===== config.mk =====
export PLATFORM = sky130hd
export DESIGN_NAME = fpga_clkratio_ctrl
export DESIGN_NICKNAME = d
export VERILOG_FILES = /design/src/rtl/fpga_clk_pkg.sv /design/src/rtl/fpga_clk_div_cnt.sv /design/src/rtl/fpga_clkratio_ctrl.sv
export SDC_FILE = /design/constraint.sdc
export NUM_CORES = 1
export LEC_CHECK = 0
export ABC_AREA = 1
export BUFFER_PORTS_ARGS = -buffer_cell sky130_fd_sc_hd__buf_2
export CORE_MARGIN = 4
export CORE_UTILIZATION = 38
export DETAILED_ROUTE_END_ITERATION = 8
export HOLD_SLACK_MARGIN = 0.15
export PLACE_DENSITY = 0.9
export SYNTH_ARGS = -nofsm -noshare
export SYNTH_HDL_FRONTEND = slang
export SYNTH_SLANG_ARGS = --single-unit

===== constraint.sdc =====
create_clock -name per_clk -period 1.38 [get_ports per_clk]
set_clock_uncertainty 0.2 [all_clocks]
set_input_delay 0.069 -clock per_clk [delete_from_list [all_inputs] [get_ports per_clk]]
set_output_delay 0.069 -clock per_clk [all_outputs]
set_load 0.02 [all_outputs]

===== src/rtl/fpga_clk_pkg.sv =====
// Shared constants for the clock-ratio controller: register word offsets,
// STATUS field positions and the ratio-switch state encoding.
package fpga_clk_pkg;

  // Word offsets decoded from paddr[3:2]
  localparam logic [1:0] REG_RATIO  = 2'd0;
  localparam logic [1:0] REG_STATUS = 2'd1;
  localparam logic [1:0] REG_CNT    = 2'd2;

  // STATUS field positions
  localparam int ST_BUSY_BIT = 0;
  localparam int ST_CUR_LSB  = 4;
  localparam int ST_PEND_LSB = 8;
  localparam int ST_GATE_BIT = 12;

  typedef enum logic [1:0] {
    RUN    = 2'd0,
    DRAIN  = 2'd1,
    SETTLE = 2'd2
  } state_t;

endpackage


===== src/rtl/fpga_clk_div_cnt.sv =====
// Period counter for the 1-in-(N+1) enable train. wrap is the enable pulse:
// counter at terminal value while running and not gated.
module fpga_clk_div_cnt #(
  parameter int RATIO_W = 3
) (
  input  logic               per_clk,
  input  logic               clkrst,
  input  logic               run,
  input  logic               gate_q,
  input  logic [RATIO_W-1:0] cur_ratio,
  output logic [RATIO_W-1:0] cnt,
  output logic               wrap
);

  logic at_term;

  assign at_term = (cnt == cur_ratio);
  assign wrap    = run & ~gate_q & at_term;

  // Count up to the ratio; restart on terminal count, on gating and outside run
  always_ff @(posedge per_clk) begin
    if (clkrst) begin
      cnt <= '0;
    end else if (!run || gate_q || at_term) begin
      cnt <= '0;
    end else begin
      cnt <= cnt + 1'b1;
    end
  end

endmodule


===== src/rtl/fpga_clkratio_ctrl.sv =====
// APB-programmable clock-ratio controller with glitch-free ratio switching.
//
//   state  | meaning
//   -------+---------------------------------------------------------------
//   RUN    | normal division at cur_ratio; RATIO writes accepted
//   DRAIN  | finishing the current period before adopting pend_ratio
//   SETTLE | clk_en held low for SETTLE_CYC cycles after the switch
module fpga_clkratio_ctrl
  import fpga_clk_pkg::*;
#(
  parameter int RATIO_W    = 3,
  parameter int SETTLE_CYC = 4,
  parameter int RST_RATIO  = 0
) (
  input  logic               per_clk,
  input  logic               clkrst,
  input  logic               psel,
  input  logic               penable,
  input  logic               pwrite,
  input  logic [3:0]         paddr,
  input  logic [31:0]        pwdata,
  output logic [31:0]        prdata,
  output logic               pready,
  output logic               pslverr,
  input  logic               gate_en0,
  input  logic               gate_en1,
  output logic               clk_en,
  output logic [RATIO_W-1:0] cur_ratio,
  output logic               ratio_busy
);

  localparam int SET_W = (SETTLE_CYC > 1) ? $clog2(SETTLE_CYC) : 1;
  localparam logic [SET_W-1:0]   SETTLE_LAST = SET_W'(SETTLE_CYC - 1);
  localparam logic [RATIO_W-1:0] RST_VAL     = RATIO_W'(RST_RATIO);

  state_t               state_q, state_d;
  logic [RATIO_W-1:0]   cur_q, cur_d;
  logic [RATIO_W-1:0]   pend_q, pend_d;
  logic [SET_W-1:0]     settle_q, settle_d;
  logic                 gate_q;
  logic [RATIO_W-1:0]   cnt;
  logic                 wrap;
  logic                 run;
  logic                 acc;
  logic [1:0]           idx;
  logic                 wr_ratio;
  logic [RATIO_W-1:0]   wr_val;
  logic [31:0]          status_word;
  logic                 unused_bits;

  assign acc      = psel & penable;
  assign idx      = paddr[3:2];
  assign wr_val   = pwdata[RATIO_W-1:0];
  assign wr_ratio = acc & pwrite & (idx == REG_RATIO) & (state_q == RUN);
  assign run      = (state_q == RUN) | (state_q == DRAIN);

  assign unused_bits = ^{pwdata[31:RATIO_W], paddr[1:0]};

  fpga_clk_div_cnt #(.RATIO_W(RATIO_W)) u_div_cnt (
    .per_clk   (per_clk),
    .clkrst    (clkrst),
    .run       (run),
    .gate_q    (gate_q),
    .cur_ratio (cur_q),
    .cnt       (cnt),
    .wrap      (wrap)
  );

  assign clk_en     = wrap;
  assign cur_ratio  = cur_q;
  assign ratio_busy = (state_q != RUN);
  assign pready     = 1'b1;

  // Errors: writes to read-only words, anything at the unmapped word,
  // and RATIO writes while a switch is still in flight
  assign pslverr = acc & ((idx == 2'd3) |
                          (pwrite & ((idx != REG_RATIO) | (state_q != RUN))));

  // Assemble the STATUS word
  always_comb begin
    status_word                               = '0;
    status_word[ST_BUSY_BIT]                  = ratio_busy;
    status_word[ST_CUR_LSB +: RATIO_W]        = cur_q;
    status_word[ST_PEND_LSB +: RATIO_W]       = pend_q;
    status_word[ST_GATE_BIT]                  = gate_q;
  end

  // Read mux, driven only during a read access
  always_comb begin
    prdata = '0;
    if (acc && !pwrite) begin
      case (idx)
        REG_RATIO:  prdata[RATIO_W-1:0] = pend_q;
        REG_STATUS: prdata              = status_word;
        REG_CNT:    prdata[RATIO_W-1:0] = cnt;
        default:    prdata              = '0;
      endcase
    end
  end

  // Ratio-switch sequencing
  always_comb begin
    state_d  = state_q;
    cur_d    = cur_q;
    pend_d   = pend_q;
    settle_d = settle_q;
    case (state_q)
      RUN: begin
        if (wr_ratio) begin
          pend_d = wr_val;
          if (wr_val != cur_q) state_d = DRAIN;
        end
      end
      DRAIN: begin
        // wrap means the final pulse of the old period is out this cycle
        if (wrap || gate_q) begin
          state_d  = SETTLE;
          cur_d    = pend_q;
          settle_d = '0;
        end
      end
      SETTLE: begin
        settle_d = settle_q + 1'b1;
        if (settle_q == SETTLE_LAST) begin
          state_d  = RUN;
          settle_d = '0;
        end
      end
      default: state_d = RUN;
    endcase
  end

  // State, ratio and gate registers
  always_ff @(posedge per_clk) begin
    if (clkrst) begin
      state_q  <= RUN;
      cur_q    <= RST_VAL;
      pend_q   <= RST_VAL;
      settle_q <= '0;
      gate_q   <= 1'b0;
    end else begin
      state_q  <= state_d;
      cur_q    <= cur_d;
      pend_q   <= pend_d;
      settle_q <= settle_d;
      gate_q   <= gate_en0 | gate_en1;
    end
  end

endmodule


==> qor.txt <==
Synth Register Bits: 14
Failing checks: negative setup slack
Maximum Capacitance Violations: 0
Cell variety after synth: 21
GR Util All Layers: 15.4%
Via count: 1022
Drt pass-1 iters: 4
DP Area: 1120 sq um
Overall power: 1.08 mW
GP Congestion: 0.826
Diodes inserted: 0
Sink Count: 14
Worst-path fanout max: 3
Vias per cell: 4.67
Residual DRC count: 0
Unrepaired setup endpoints after global routing: true
Synth warn: 0
Hold slack: 111 ps
Share of cells above drive strength 1: 47.1%
Seq/Total Area, Yosys: 28.5%
Die X-Extent: 58.9 microns
Filler instances: 203
CTS tree: yes
Worst skew pair latency: 280 ps
CTS buffer count: 3
HPWL after detailed placement: 1.73 mm
Worst Path Required: 1110 ps
Outcome: complete, but fails checks
Lkg Pwr: 0.684 nW
Max VDD drop: 0.000442 V
Initial antenna violation count: 0
Main flop type after synthesis: dfxtp_1
CP Capture Type: output pin
Clock Pin Slew Worst Setup and Hold Paths: 90 ps
Mean Syn Cell Area: 7.18 sq um
Congestion Overflow GR: 0
Max Root-Sink Buffers: 2
Mapped Area: 983 sq um
Critical Path Source Type: flop
1st-iter DRT viols: 82
Area contributors post-synth: dfxtp_1 28%, buf_4 18%, nand2_1 7.6%
Area grow syn2layout: 47.5%
Root Buffer: clkbuf_4
Number of flops mapped to enable cells by yosys: 0
Final WS setup: -169 ps
Die Y: 58.9 microns
I/O pin total: 82
F_max: 646 MHz
Pwr dens: 743 nW/um^2
Final setup fails: 10
Arr. time, crit path: 1280 ps
Post-DRT Antenna Nets: 0
Critical Setup Path Class: reg -> out
Most frequent cells in the layout: 23 x conb_1, 21 x buf_2, 17 x buf_4
Max-slew violations: 0
Cells after Synth: 137
Hold Fails Final Rpt: 0
Commonest non-fill, non-tap cell in the layout: conb_1
Initial core utilization: 39.7%
DRT Wirelength: 2.81 mm
Cell taking the most area after synthesis: dfxtp_1
Layout net count: 235
Average wire per standard cell: 12.8 microns
Port-buffer cells: 27
Core ar.: 2480 sq um
First-pass GRT wire length: 4.06 mm
Final worst path period share: 112%
Vias in the first global route: 888
Post-layout util: 58.5%
Crit path time final: 1550 ps
Htree depth: 1
Largest net degree at the start of global routing: 11
FFs w/ async S/R, synth: 0%
Worst hold path type: in -> reg
Num rows: 18
Post-route cell area: 1450 sq um
Total Die Area: 3470 sq um
Top cell type's share of synthesized area: 28.5%
## stage by stage
step,setup TNS (ps),setup slack [ps],std cells
2_1_floorplan,-23.7,-6.52,158
3_3_place_gp,0,48.8,199
3_5_place_dp,0,13.2,199
4_1_cts,-474,-184,218
5_1_grt,-1480,-226,219
6_report,-616,-169,219
## flip-flops by register name, summed over array words and instances (netlist names)
name / count
gate_q: 1
u_div_cnt.cnt: 3
cur_ratio: 3
state_q: 2
pend_q: 3
settle_q: 2
## layout make-up
class                      count  area (sq um)  share of cell area [%]
tap                           30          37.5                    2.59
inverter                      13          51.3                    3.54
sequential                    14           294                    20.3
timing repair buffer          51           377                    26.0
clock buffer                   4          36.3                    2.50
multi-input combinational    107           654                    45.1
## kinds of logic (layout without fill, tap and decap cells)
group / count (synthesis) / in the layout / synth area share [%]
and+or+nand+nor: 61 / 61 / 30.3
xor gates and xnor gates: 5 / 5 / 4.45
adders and majority gates: 2 / 2 / 2.54
AOI/OAI and AO/OA: 16 / 16 / 10.4
other: 2 / 23 / 0.764
DFF: 14 / 14 / 28.5
buffers and inverters: 37 / 68 / 23.0
## what timing repair did
item                                    in CTS  in global routing
pin swaps                                    3                  7
hold buffers                                 9                  0
gates cloned                                 0                  0
endpoints found under the setup margin       9                 26
gates resized for setup                     17                 26
setup buffers                                6                  1
hold endpoints to repair                    14                  0
## critical path: stages (launching register included)
cell	delay, ps
dfxtp_2	350
nor2_4	180
buf_12	130
a21oi_4	50
a21oi_2	100
nor2_1	40
buf_4	150
## Yosys cell counts (3+ instances only)
master and count:
nor2_2 3, nor3_1 5, nor3b_1 4, nor2_1 17, nand2_1 20, nand3_1 6
inv_1 11, buf_4 23, xnor2_1 5, a21oi_2 5, o21ai_0 4, a21oi_1 6
dfxtp_1 14
## power by group
group | leakage, nW | switching (mW) | total [mW] | internal (mW)
Clock | 0.0210 | 0.140 | 0.301 | 0.161
Sequential | 0.119 | 0.0142 | 0.433 | 0.419
Combinational | 0.545 | 0.202 | 0.344 | 0.141
## path summary, 6_finish.rpt
check / from / to / slack (ps) / cells after the start
setup / recovery: state_q[0]$_SDFFE_PP0P_ / pslverr / -170 / 6
hold / removal: paddr[3] / state_q[0]$_SDFFE_PP0P_ / 110 / 6
setup reg to reg: cur_ratio[0]$_SDFFE_PP0P_ / cur_ratio[2]$_SDFFE_PP0P_ / -50 / 8
hold reg to reg: settle_q[0]$_SDFFE_PP0P_ / settle_q[0]$_SDFFE_PP0P_ / 290 / 1
## metal layers
metal  share of wire, %  global-route usage [%]
met5                  0                       0
met4                3.6                    5.83
met3                6.8                    3.07
met2                 49                    27.4
met1                 41                    18.0
Power figures use the tool's default switching activity.
